[config.mk]
export PLATFORM = sky130hd
export DESIGN_NAME = multicycle_controller
export DESIGN_NICKNAME = d
export VERILOG_FILES = /design/src/rtl/multicycle_controller.sv
export SDC_FILE = /design/constraint.sdc
export NUM_CORES = 1
export LEC_CHECK = 0
export BUFFER_PORTS_ARGS = -buffer_cell sky130_fd_sc_hd__buf_2
export CORE_MARGIN = 2
export CORE_UTILIZATION = 35
export CTS_CLUSTER_DIAMETER = 100
export DETAILED_ROUTE_END_ITERATION = 16
export PLACE_DENSITY_LB_ADDON = 0.08
export RECOVER_POWER = 100
export SETUP_SLACK_MARGIN = 0.02
export SLEW_MARGIN = 20
export SYNTH_ARGS = -nofsm -noshare
export SYNTH_HDL_FRONTEND = slang
export SYNTH_SLANG_ARGS = --single-unit
[constraint.sdc]
create_clock -name clk -period 1.77 [get_ports clk]
set_input_delay 0 -clock clk [delete_from_list [all_inputs] [get_ports clk]]
set_output_delay 0 -clock clk [all_outputs]
set_load 0.005 [all_outputs]
[src/rtl/multicycle_controller.sv]
`default_nettype none
// ============================================================================
// Module      : multicycle_controller
// Description : Multicycle MIPS control FSM with memory-ready and multiplier
//               stalls; also decodes the ALU control field.
// Revision    : 1.0 - initial release
// ============================================================================
module multicycle_controller #(
    parameter int MULT_CYCLES = 4,
    parameter bit BNE_EN      = 1'b1
) (
    input  logic       clk,
    input  logic       reset,
    input  logic [5:0] op,
    input  logic [5:0] funct,
    input  logic       zero,
    input  logic       mem_ready,
    output logic       mem_req,
    output logic       iord,
    output logic       irwrite,
    output logic       memwrite,
    output logic       pcwrite,
    output logic [1:0] pcsrc,
    output logic       alusrca,
    output logic [1:0] alusrcb,
    output logic [2:0] alucontrol,
    output logic       regwrite,
    output logic       regdst,
    output logic       memtoreg,
    output logic       link,
    output logic       mult,
    output logic       mult_busy,
    output logic       mfhi,
    output logic       mflo,
    output logic       illegal
);

    localparam logic [3:0] c_fetch   = 4'd0;
    localparam logic [3:0] c_decode  = 4'd1;
    localparam logic [3:0] c_memadr  = 4'd2;
    localparam logic [3:0] c_memrd   = 4'd3;
    localparam logic [3:0] c_memwb   = 4'd4;
    localparam logic [3:0] c_memwr   = 4'd5;
    localparam logic [3:0] c_rtypeex = 4'd6;
    localparam logic [3:0] c_rtypewb = 4'd7;
    localparam logic [3:0] c_branch  = 4'd8;
    localparam logic [3:0] c_addiex  = 4'd9;
    localparam logic [3:0] c_addiwb  = 4'd10;
    localparam logic [3:0] c_jump    = 4'd11;
    localparam logic [3:0] c_jal     = 4'd12;
    localparam logic [3:0] c_jr      = 4'd13;
    localparam logic [3:0] c_mult    = 4'd14;
    localparam logic [3:0] c_mfwb    = 4'd15;

    localparam logic [5:0] c_op_rtype = 6'b000000;
    localparam logic [5:0] c_op_lw    = 6'b100011;
    localparam logic [5:0] c_op_sw    = 6'b101011;
    localparam logic [5:0] c_op_beq   = 6'b000100;
    localparam logic [5:0] c_op_bne   = 6'b000101;
    localparam logic [5:0] c_op_addi  = 6'b001000;
    localparam logic [5:0] c_op_j     = 6'b000010;
    localparam logic [5:0] c_op_jal   = 6'b000011;

    localparam logic [5:0] c_fn_add  = 6'b100000;
    localparam logic [5:0] c_fn_sub  = 6'b100010;
    localparam logic [5:0] c_fn_and  = 6'b100100;
    localparam logic [5:0] c_fn_or   = 6'b100101;
    localparam logic [5:0] c_fn_slt  = 6'b101010;
    localparam logic [5:0] c_fn_jr   = 6'b001000;
    localparam logic [5:0] c_fn_mult = 6'b011000;
    localparam logic [5:0] c_fn_mfhi = 6'b010000;
    localparam logic [5:0] c_fn_mflo = 6'b010010;

    localparam logic [2:0] c_alu_add = 3'b010;
    localparam logic [2:0] c_alu_sub = 3'b110;
    localparam logic [2:0] c_alu_and = 3'b000;
    localparam logic [2:0] c_alu_or  = 3'b001;
    localparam logic [2:0] c_alu_slt = 3'b111;

    localparam int                  c_cnt_w     = (MULT_CYCLES > 1) ? $clog2(MULT_CYCLES) : 1;
    localparam logic [c_cnt_w-1:0]  c_mult_last = c_cnt_w'(MULT_CYCLES - 1);

    logic [3:0]         r_state;
    logic [3:0]         w_next;
    logic [c_cnt_w-1:0] r_mult_cnt;
    logic               w_mult_done;

    assign w_mult_done = (r_mult_cnt == c_mult_last);

    always_ff @(posedge clk or posedge reset) begin
        if (reset) begin
            r_state <= c_fetch;
        end else begin
            r_state <= w_next;
        end
    end

    // Counter only runs while in MULT so every multiply starts from zero.
    always_ff @(posedge clk or posedge reset) begin
        if (reset) begin
            r_mult_cnt <= '0;
        end else if (r_state == c_mult && !w_mult_done) begin
            r_mult_cnt <= r_mult_cnt + c_cnt_w'(1);
        end else begin
            r_mult_cnt <= '0;
        end
    end

    always_comb begin
        w_next     = c_fetch;
        mem_req    = 1'b0;
        iord       = 1'b0;
        irwrite    = 1'b0;
        memwrite   = 1'b0;
        pcwrite    = 1'b0;
        pcsrc      = 2'b00;
        alusrca    = 1'b0;
        alusrcb    = 2'b00;
        alucontrol = c_alu_add;
        regwrite   = 1'b0;
        regdst     = 1'b0;
        memtoreg   = 1'b0;
        link       = 1'b0;
        mult       = 1'b0;
        mult_busy  = 1'b0;
        mfhi       = 1'b0;
        mflo       = 1'b0;
        illegal    = 1'b0;
        case (r_state)
            c_fetch: begin
                mem_req = 1'b1;
                alusrcb = 2'b01;
                irwrite = mem_ready;
                pcwrite = mem_ready;
                w_next  = mem_ready ? c_decode : c_fetch;
            end
            c_decode: begin
                alusrcb = 2'b11;
                case (op)
                    c_op_lw, c_op_sw: w_next = c_memadr;
                    c_op_beq:         w_next = c_branch;
                    c_op_bne: begin
                        if (BNE_EN) w_next = c_branch;
                        else        illegal = 1'b1;
                    end
                    c_op_addi:        w_next = c_addiex;
                    c_op_j:           w_next = c_jump;
                    c_op_jal:         w_next = c_jal;
                    c_op_rtype: begin
                        case (funct)
                            c_fn_add, c_fn_sub, c_fn_and,
                            c_fn_or, c_fn_slt:       w_next = c_rtypeex;
                            c_fn_jr:                 w_next = c_jr;
                            c_fn_mult:               w_next = c_mult;
                            c_fn_mfhi, c_fn_mflo:    w_next = c_mfwb;
                            default:                 illegal = 1'b1;
                        endcase
                    end
                    default:          illegal = 1'b1;
                endcase
            end
            c_memadr: begin
                alusrca = 1'b1;
                alusrcb = 2'b10;
                w_next  = (op == c_op_sw) ? c_memwr : c_memrd;
            end
            c_memrd: begin
                mem_req = 1'b1;
                iord    = 1'b1;
                w_next  = mem_ready ? c_memwb : c_memrd;
            end
            c_memwb: begin
                regwrite = 1'b1;
                memtoreg = 1'b1;
            end
            c_memwr: begin
                mem_req  = 1'b1;
                iord     = 1'b1;
                memwrite = 1'b1;
                w_next   = mem_ready ? c_fetch : c_memwr;
            end
            c_rtypeex: begin
                alusrca = 1'b1;
                case (funct)
                    c_fn_sub: alucontrol = c_alu_sub;
                    c_fn_and: alucontrol = c_alu_and;
                    c_fn_or:  alucontrol = c_alu_or;
                    c_fn_slt: alucontrol = c_alu_slt;
                    default:  alucontrol = c_alu_add;
                endcase
                w_next = c_rtypewb;
            end
            c_rtypewb: begin
                regwrite = 1'b1;
                regdst   = 1'b1;
            end
            c_branch: begin
                alusrca    = 1'b1;
                alucontrol = c_alu_sub;
                pcsrc      = 2'b01;
                pcwrite    = (op == c_op_bne) ? ~zero : zero;
            end
            c_addiex: begin
                alusrca = 1'b1;
                alusrcb = 2'b10;
                w_next  = c_addiwb;
            end
            c_addiwb: regwrite = 1'b1;
            c_jump: begin
                pcwrite = 1'b1;
                pcsrc   = 2'b10;
            end
            c_jal: begin
                pcwrite  = 1'b1;
                pcsrc    = 2'b10;
                regwrite = 1'b1;
                link     = 1'b1;
            end
            c_jr: begin
                pcwrite = 1'b1;
                pcsrc   = 2'b11;
            end
            c_mult: begin
                mult      = (r_mult_cnt == '0);
                mult_busy = 1'b1;
                w_next    = w_mult_done ? c_fetch : c_mult;
            end
            c_mfwb: begin
                regwrite = 1'b1;
                regdst   = 1'b1;
                mfhi     = (funct == c_fn_mfhi);
                mflo     = (funct == c_fn_mflo);
            end
            default: w_next = c_fetch;
        endcase
    end

endmodule
`default_nettype wire

==> summary.txt, run 1 <==
STA
  • # setup viols final: 0
  • RSZ-0062 raised after global routing: false
  • Worst-Margin Slew: between 0.5 and 0.6 ns
  • Fin crit share: roughly nine tenths
  • Final WS setup: between 0.1 and 0.15 ns
  • Final hold violation count: 0
  • Setup TNS: 0 ns
  • Min Tclk post-route: 1.62 ns
  • Clk_skew: ~0.012 ns
  • Slew Limit Fails: 0
  • Achievable frequency: 616 MHz
  • Hold Slack: around 0.2 ns
  • Max-slew headroom: between 60% and 70%

Placed design
  • GPL Wtd Cong: 0.853
  • DP Worst Slack: ~0.21 ns
  • Detail Placement HPWL: 2160 um
  • Port buffer count: 37

Run
  • Max-cap check violation count: 0

Power and ir drop
  • Worst VDD drop: approximately 0.21 mV
  • P per Cell Area: 382 nW/um^2
  • Total power: 460 uW
  • P_leak: ~0.00052 uW

Global route
  • Initial antenna violation count: 0
  • First-pass GRT wire length: about 4500 um
  • Vias in the first global route: 1,003
  • GRT Overall Usage: 17.5%
  • Grt ovf: 0
  • Largest net degree at the start of global routing: 15

Die
  • Full die area: between 3000 and 4000 um^2
  • Total core area: around 2500 um^2
  • Die width: around 56 um
  • I/O pin total: 38
  • Initial Utilization: 37.9%
  • # rows: 18
  • Die height: around 56 um

CTS
  • TritonCTS Buffers: 3
  • Worst-path clk slew: around 0.050 ns
  • TritonCTS clock tree: done
  • Deepest clock path buffer count: 2
  • Clock Sinks: 6
  • H-Tree Depth: 1
  • Clock Root Buffer: clkbuf_4
  • Worst-skew pair later-pin latency: approximately 0.25 ns

Detailed routing
  • Via-per-instance ratio: approximately 5.6
  • Routed WL: between 2000 and 3000 um
  • ANT nets after route: 0
  • 1st-pass router iterations: 4
  • Vias after detailed routing: around 1,100
  • DR iter-0 viols: 24
  • DR WL/cell: roughly 14 um
  • Residual DRC: 0

Layout
  • Layout cell share with drive strength beyond 1: around 28%
  • N_diodes: 0
  • Multi-input combinational cell area: ~740 um^2
  • Fill cell count: 300
  • Seq. cell area: between 150 and 200 um^2
  • Nets: 190
  • Area Overhead vs Synth: 25.9%

Critical path
  • Data required time of the critical path: approximately 1.8 ns
  • Startpoint types: flop
  • Critical path's largest stage delay: ~0.48 ns
  • Worst-path fanout max: 12
  • Crit-path cells: buf_4 -> nand2_1 -> nor3b_1 -> and3b_1 -> buf_2
  • CP endpoint kind: primary output
  • Critical path data arrival time: 1.62 ns
  • CP Class: reg2out
  • Slowest stage cell, crit path: dfrtp_1

Yosys
  • Async set or reset register ratio after synthesis: 100%
  • Top FF cell, synth: dfrtp_1
  • Syn_area_per_cell: 7.19 um^2
  • Post-synth EDFFs: 0
  • Sequential-to-total area share from yosys stat: 15.7%
  • Synth warn: 0
  • Mapped Nets: approximately 150
  • Mapped Cells: ~130
  • FF+latch count, synth: 6
  • Cell area after synthesis: ~960 um^2
  • Distinct cells, synth: 48

Worst hold path
  • Hold crit path type: in2async

Run status
  • Status: completed
path summary, 6_finish.rpt:
check	start	end	slack (ns)	depth (start not counted)
setup / recovery	r_state[1]$_DFF_PP0_	mfhi	0.15	5
hold / removal	reset	r_mult_cnt[1]$_DFF_PP0_	0.20	3
setup reg to reg	r_state[1]$_DFF_PP0_	r_state[2]$_DFF_PP0_	0.25	5
hold reg to reg	r_mult_cnt[0]$_DFF_PP0_	r_mult_cnt[0]$_DFF_PP0_	0.47	1
max in group asynchronous	reset	r_state[0]$_DFF_PP0_	1.36	3
min in group clk	mem_ready	r_state[0]$_DFF_PP0_	0.24	3
kinds of logic (layout without fill, tap and decap cells):
kind of cell | count (synthesis) | count (layout) | synth area share, %
XOR/XNOR | 3 | 3 | 2.75
adder cells (fa/ha/maj) | 2 | 2 | 2.62
buffers and inverters | 16 | 53 | 7.59
AND/OR/NAND/NOR | 68 | 68 | 44.1
flip-flops | 6 | 6 | 15.7
AO/OA/AOI/OAI | 37 | 37 | 26.2
multiplexers | 1 | 1 | 1.05
registers in the layout (all words and copies together), names as in the netlist:
| name | count |
|---|---|
| r_state | 4 |
| r_mult_cnt | 2 |
per-stage QoR:
stage	utilization, %	cell area (um^2)	cells
floorplan	-	956	133
global placement	46.4	1170	195
detailed placement	46.4	1170	195
CTS	47.7	1200	199
global route	47.7	1200	200
finish	47.7	1200	200
cell usage after synthesis (3+ instances only):
cell	count	share of area, %
a21oi_1	9	4.7
inv_1	5	2.0
nor3b_1	3	2.4
nor2b_1	4	2.6
clkbuf_1	4	1.6
nand2_1	8	3.1
nand3b_1	3	2.4
dfrtp_1	6	16
nor2_1	11	4.3
o21ai_1	3	1.6
and3_1	5	3.3
and3b_1	3	2.7
o21ai_0	6	3.1
buf_2	4	2.1
nand2b_1	8	5.2
nor3_1	7	3.7
nor4_1	3	2.0
worst max-delay path, delay by kind of cell, from the launching register on:
family / cells / cell delay [ns]
simple gates: 3 / 0.57
flops: 1 / 0.48
buf+inv: 2 / 0.33
final cells by class:
type,count,share of cell area [%]
clock buffer,3,1.87
inverter,5,1.56
multi-input combinational,111,61.4
sequential,6,12.7
tap,30,3.12
timing repair buffer,45,19.3
power by group:
group / internal (uW) / total [uW] / switching (uW) / leakage [uW]
clock network: 76.7 / 126 / 49.3 / 0.0000138
registers: 143 / 153 / 10.2 / 0.0000791
logic: 79.0 / 181 / 102 / 0.000425
cells in the final DEF, fill, tap and decap left out, types with 3 or more instances in the layout:
| cell type | synthesis | layout |
|---|---|---|
| buf_4 | 2 | 6 |
| nor3_1 | 7 | 7 |
| nor2_1 | 11 | 11 |
| a21oi_1 | 9 | 9 |
| nand2b_1 | 8 | 6 |
| nand2_1 | 8 | 8 |
| clkbuf_1 | 4 | 9 |
| dfrtp_1 | 6 | 4 |
| clkbuf_2 | 0 | 3 |
| nand3b_1 | 3 | 3 |
| and3_1 | 5 | 5 |
| buf_2 | 4 | 25 |
| clkbuf_4 | 0 | 3 |
| o21ai_0 | 6 | 8 |
| and3b_1 | 3 | 3 |
| nor4_1 | 3 | 3 |
| inv_1 | 5 | 5 |
| nor3b_1 | 3 | 3 |
| nor2b_1 | 4 | 4 |
repair_timing:
item	in CTS	in global routing
endpoints found under the hold margin	6	0
hold buffers	1	0
buffers inserted	0	1
endpoints found under the setup margin	0	6
gates resized for setup	0	5
per-layer routing:
layer  up-vias  global-route usage, %  part of all wire (%)
li1        572                      -                     -
met5         -                      0                     0
met4         0                   6.12                     0
met1       526                   24.1                    49
met3         0                   1.15                   4.5
met2        28                   28.7                    47
(Power assumes the default switching activity.)
==> run 2: changes to the inputs <==
- SETUP_SLACK_MARGIN: 0.02 -> 0.5
==> run 2 against run 1 <==
  * Die area did not move
  * Critical endpoint is now alucontrol[1]
  * First-iteration DRC count increased by 83%
  * Clock-buffer cell count is the same
  * Combinational power grew 46%
  * Critical path type unchanged
  * Sequential power hardly changed
  * Core utilization is 13 points higher
==> summary.txt, run 2 (synthesis gave the netlist of run 1 again) <==
Global route
  • Vias in the first global route: 1,146 (+14%)
  • GRT Overall Usage: 19.4% (+2.0 points)
  • Initial antenna violation count: 0 (unchanged)
  • Largest net degree at the start of global routing: 13 (-2)
  • First-pass GRT wire length: 5040 um (+11%)
  • Grt ovf: 0 (unchanged)

Critical path
  • Critical path data arrival time: 1.59 ns (-0.03 ns)
  • Worst-path fanout max: 7 (-5)
  • CP endpoint kind: primary output
  • CP Class: reg2out
  • Worst Setup SP: r_state[2]$_DFF_PP0_
  • Critical path's largest stage delay: 0.42 ns (-0.06 ns)
  • Crit-path cells: buf_6 -> nand2b_4 -> or3_1 -> nand2b_1 -> buf_6
  • CP most frequent cell: buf_6
  • Buf/Inv on CP: 2 (unchanged)
  • Data required time of the critical path: 1.77 ns (about the same)
  • Slowest stage cell, crit path: or3_1
  • Crit-path leading delay family: simple AND/OR/NAND/NOR gates
  • Startpoint types: flop
  • Worst r2r src: r_state[2]$_DFF_PP0_

STA
  • RSZ-0062 raised after global routing: true
  • Setup TNS: 0 ns (unchanged)
  • Worst-Margin Slew: 0.493 ns (-0.0583 ns)
  • Slew Limit Fails: 0 (unchanged)
  • Achievable frequency: 628 MHz (+1.9%)
  • # setup viols final: 0 (unchanged)
  • Fin crit share: 89.9% (-1.7 points)
  • Final hold violation count: 0 (unchanged)
  • Clk_skew: 0.00202 ns (-0.00949 ns)
  • Min Tclk post-route: 1.59 ns (-0.0309 ns)
  • Max-slew headroom: 67.0% (+4.8 points)
  • Hold Slack: 0.120 ns (-0.0797 ns)

Layout
  • Top flop regs: r_state (4), r_mult_cnt (2)
  • Max reg flops: 4 (unchanged)
  • Layout cell share with drive strength beyond 1: 45.1% (+17 points)
  • N_diodes: 0 (unchanged)
  • Most frequent cells in the layout: buf_2, buf_4, nor2_1, buf_6, clkbuf_1
  • Cell area after layout: 1540 um^2 (+28%)
  • Area Overhead vs Synth: 60.6%
  • Commonest non-fill, non-tap cell in the layout: buf_2
  • Biggest register: r_state
  • Nets: 213 (+12%)

Placed design
  • GPL Wtd Cong: 0.851 (-0.25%)
  • Port buffer count: 37 (unchanged)
  • Detail Placement HPWL: 2090 um (-3.1%)
  • Dpl cell area: 1180 um^2 (+0.64%)

CTS
  • Clock Sinks: 6 (unchanged)
  • Clock Root Buffer: clkbuf_4
  • Worst-path clk slew: 0.05 ns (about the same)
  • TritonCTS Buffers: 3 (unchanged)
  • H-Tree Depth: 1 (unchanged)
  • Deepest clock path buffer count: 2 (unchanged)
  • Worst-skew pair later-pin latency: 0.25 ns (about the same)
  • TritonCTS clock tree: done

Power and ir drop
  • P per Cell Area: 356 nW/um^2 (-6.8%)
  • Worst VDD drop: 0.371 mV (+77%)
  • P_leak: 0.000687 uW (+33%)
  • Total power: 546 uW (+19%)

Detailed routing
  • ANT nets after route: 0 (unchanged)
  • Via-per-instance ratio: 5.84 (+3.8%)
  • Routed WL: 3580 um (+30%)
  • DR iter-0 viols: 44 (+83%)
  • Vias after detailed routing: 1,303 (+16%)
  • DR WL/cell: 16.0 um (+17%)
  • Residual DRC: 0 (unchanged)
  • 1st-pass router iterations: 4 (unchanged)

Die
  • Full die area: 3170 um^2 (unchanged)
  • Die width: 56.3 um (unchanged)
  • Total core area: 2520 um^2 (unchanged)
  • # rows: 18 (unchanged)
  • Die height: 56.3 um (unchanged)
  • Initial Utilization: 37.9% (unchanged)
  • I/O pin total: 38 (unchanged)

Run
  • Max-cap check violation count: 0 (unchanged)

Run status
  • Status: completed

Worst hold path
  • Hold crit path type: in2reg
  • Hold Crit Start: mem_ready
-- run 2: final timing paths --
| path | end | slack (ns) | cells past startpoint |
|---|---|---|---|
| max | alucontrol[1] | 0.18 | 5 |
| min | r_state[0]$_DFF_PP0_ | 0.12 | 3 |
| max reg2reg | r_state[1]$_DFF_PP0_ | 0.18 | 5 |
| min reg2reg | r_mult_cnt[0]$_DFF_PP0_ | 0.47 | 1 |
| max in group asynchronous | r_state[1]$_DFF_PP0_ | 1.34 | 3 |
| min in group asynchronous | r_state[0]$_DFF_PP0_ | 0.22 | 3 |
-- run 2: power breakdown --
group	internal (uW)	switching, uW	total (uW)
Sequential	142	8.45	151
Clock	77.0	53.7	131
Combinational	128	137	265
Total	348	199	546
-- run 2: layout make-up --
cell class	count	area, um^2
multi-input combinational	111	837
inverter	5	18.8
tap	30	37.5
clock buffer	3	22.5
timing repair buffer	68	468
sequential	6	151
fill	240	987
-- run 2: what timing repair did --
action / 4_1_cts / 5_1_grt
hold buffers: 1 / 0
gates cloned: 0 / 1
hold endpoints to repair: 6 / 0
pin swaps: 2 / 9
buffers inserted: 12 / 11
endpoints found under the setup margin: 23 / 25
resized for setup: 22 / 28
-- run 2: layer usage --
layer | vias to the layer above | track usage, % | wire length [um]
met4 | 0 | 6.12 | 110
met2 | 67 | 33.3 | 1760
met3 | 14 | 2.76 | 253
met5 | - | 0 | 0
li1 | 615 | - | -
met1 | 607 | 25.0 | 1460
-- run 2: worst reg2reg max path, cell delays in order, from the launching register on --
cell and delay, ns:
dfrtp_1 0.40, buf_6 0.16, clkbuf_1 0.17, buf_8 0.17
a32o_1 0.24, a211o_1 0.32
-- run 2: metrics by stage --
| step | instances | setup WS [ns] | utilization (%) |
|---|---|---|---|
| 6_report | 223 | 0.178 | 60.9 |
| 5_1_grt | 223 | 0.0993 | 60.9 |
| 4_1_cts | 211 | 0.264 | 54.9 |
| 3_5_place_dp | 195 | 0.235 | 46.7 |
| 3_3_place_gp | 195 | 0.261 | 46.7 |
| 2_1_floorplan | 133 | 0.377 | - |
==> run 3: changes to the inputs <==
- CORE_MARGIN: 2 -> unset
==> run 3 against run 2 <==
  * Hold slack gained 0.039 ns
  * First-iteration DRC count shrank 50%
  * Die area shrank 7.0%
  * Routed wire length shrank 17%
  * Sequential share of layout area grew 0.77 points
  * Critical path depth shrank 1
  * Clock power shrank 3%
  * Critical endpoint unchanged
  * Largest cell class unchanged
==> summary.txt, run 3 (synthesis gave the netlist of run 1 again) <==
Critical path
  • CP endpoint kind: primary output
  • Slowest stage cell, crit path: dfrtp_1
  • Critical path's largest stage delay: 0.47 ns (+0.05 ns)
  • Startpoint types: flop
  • Reg2reg path depth: 7 (+2)
  • R2R Path End: r_state[1]$_DFF_PP0_
  • Worst r2r src: r_state[0]$_DFF_PP0_
  • Data required time of the critical path: 1.77 ns (about the same)
  • Crit-path cells: nand2b_4 -> or3_1 -> nand2b_1 -> buf_6
  • Critical path data arrival time: 1.62 ns (+0.03 ns)
  • R2r setup slk: 0.17 ns (about the same)
  • CP Class: reg2out
  • Worst-path fanout max: 7 (unchanged)

STA
  • Min Tclk post-route: 1.62 ns (+0.0237 ns)
  • RSZ-0062 raised after global routing: true
  • Max-slew headroom: 59.4% (-7.6 points)
  • Final WS setup: 0.155 ns (-0.0237 ns)
  • # setup viols final: 0 (unchanged)
  • Fin crit share: 91.3% (+1.3 points)
  • Clk_skew: 0.00743 ns (+0.00541 ns)
  • Worst-Margin Slew: 0.593 ns (+0.100 ns)
  • Setup TNS: 0 ns (unchanged)
  • Hold Slack: 0.159 ns (+0.0391 ns)
  • Slew Limit Fails: 0 (unchanged)
  • Achievable frequency: 619 MHz (-1.5%)
  • Final hold violation count: 0 (unchanged)

CTS
  • Clock Sinks: 6 (unchanged)
  • Worst-path clk slew: 0.05 ns (about the same)
  • TritonCTS Buffers: 3 (unchanged)
  • Worst-skew pair later-pin latency: 0.25 ns (about the same)
  • Clock Root Buffer: clkbuf_4
  • H-Tree Depth: 1 (unchanged)
  • TritonCTS clock tree: done
  • Deepest clock path buffer count: 2 (unchanged)

Global route
  • Vias in the first global route: 1,045 (-8.8%)
  • First-pass GRT wire length: 4450 um (-12%)
  • Grt ovf: 0 (unchanged)
  • GRT Overall Usage: 20.3% (+0.85 points)
  • Largest net degree at the start of global routing: 12 (-1)
  • Initial antenna violation count: 0 (unchanged)

Worst hold path
  • Hold crit path type: in2reg
  • Hold path endpoint: r_state[3]$_DFF_PP0_
  • Hold Crit Start: op[4]
  • Hold path cells: 4 (+1)

Power and ir drop
  • Total power: 502 uW (-8.1%)
  • Switching share of total power: 35.7% (-0.65 points)
  • P per Cell Area: 353 nW/um^2 (-0.89%)
  • Internal power: 323 uW (-7.1%)
  • Clock network power share: 25.3% (+1.4 points)
  • Seq pwr share: 30.1% (+2.5 points)
  • Worst VDD drop: 0.295 mV (-20%)
  • P_sw: 179 uW (-9.7%)
  • Combinational share of power: 44.6% (-3.9 points)
  • P_leak: 0.000636 uW (-7.5%)

Detailed routing
  • ANT nets after route: 0 (unchanged)
  • Residual DRC: 0 (unchanged)
  • Vias after detailed routing: 1,208 (-7.3%)
  • 1st-pass router iterations: 4 (unchanged)
  • DR iter-0 viols: 22 (-50%)
  • Routed WL: 2980 um (-17%)
  • DR WL/cell: 14.0 um (-13%)
  • Via-per-instance ratio: 5.67 (-2.9%)

Die
  • Full die area: 2940 um^2 (-7.0%)
  • Total core area: 2520 um^2 (unchanged)
  • Die height: 54.3 um (-3.6%)
  • I/O pin total: 38 (unchanged)
  • Initial Utilization: 37.9% (unchanged)
  • Die width: 54.3 um (-3.6%)
  • # rows: 18 (unchanged)

Layout
  • Max reg flops: 4 (unchanged)
  • Commonest non-fill, non-tap cell in the layout: buf_2
  • Layout cell share with drive strength beyond 1: 40.4% (-4.6 points)
  • Most frequent cells in the layout: buf_2, nor2_1, buf_4
  • Cell area after layout: 1420 um^2 (-7.3%)
  • Top flop regs: r_state (4), r_mult_cnt (2)
  • Fill cell count: 259 (+7.9%)
  • Biggest register: r_state
  • Area Overhead vs Synth: 49.0%
  • Nets: 203 (-4.7%)
  • N_diodes: 0 (unchanged)

Placed design
  • Detail Placement HPWL: 2020 um (-3.5%)
  • Dpl cell area: 1180 um^2 (unchanged)
  • Port buffer count: 37 (unchanged)
  • DP Worst Slack: 0.227 ns (-0.00789 ns)
  • GPL Wtd Cong: 0.877 (+3.0%)

Run status
  • Status: completed

Run
  • Max-cap check violation count: 0 (unchanged)
==> run 3: power by group through the flow <==
stage | sequential (uW) | combinational, uW | clock [uW]
floorplan | 147 | 123 | 0
global placement | 152 | 185 | 0
detailed placement | 152 | 186 | 0
CTS | 151 | 215 | 130
global route | 151 | 248 | 140
finish | 151 | 224 | 127
==> run 3: cell type report <==
class                           count  area (um^2)  share of cell area (%)
Clock buffer                        3         22.5                    1.58
Tap cell                           30         37.5                    2.64
Multi-Input combinational cell    111          825                    57.9
Inverter                            5         18.8                    1.32
Sequential cell                     6          151                    10.6
Timing Repair Buffer               58          369                    25.9
==> run 3: critical path, delay by kind of cell, from the launching register on <==
family	cells	cell delay, ns
buffers and inverters	1	0.13
DFF	1	0.47
and+or+nand+nor	3	0.77
==> run 3: how the worst max path moves through the flow <==
| stage | from | to | depth (start not counted) |
|---|---|---|---|
| after global placement | r_state[0]$_DFF_PP0_ | r_state[2]$_DFF_PP0_ | 5 |
| after CTS | r_state[0]$_DFF_PP0_ | r_state[2]$_DFF_PP0_ | 5 |
| after floorplan | r_state[1]$_DFF_PP0_ | r_state[2]$_DFF_PP0_ | 6 |
| after global routing | r_state[0]$_DFF_PP0_ | alucontrol[1] | 4 |
| after detailed placement | r_state[0]$_DFF_PP0_ | r_state[2]$_DFF_PP0_ | 5 |
| final | r_state[0]$_DFF_PP0_ | alucontrol[1] | 4 |
==> run 3: timing repair <==
action	CTS	global route
hold buffers	1	0
pin swaps	5	9
endpoints found under the setup margin	22	26
setup buffers	11	3
gates resized for setup	30	15
hold endpoints to repair	6	0
==> run 3: per-layer routing <==
metal | global-route usage (%) | part of all wire [%]
met5 | 0 | 0
met4 | 4.70 | 0.81
met3 | 2.78 | 4.7
met2 | 35.0 | 50
met1 | 26.5 | 45
==> run 3: stage by stage <==
stage | util, % | cells
3_3_place_gp | 46.7 | 195
4_1_cts | 55.5 | 210
5_1_grt | 56.4 | 213
3_5_place_dp | 46.7 | 195
2_1_floorplan | - | 133
6_report | 56.4 | 213
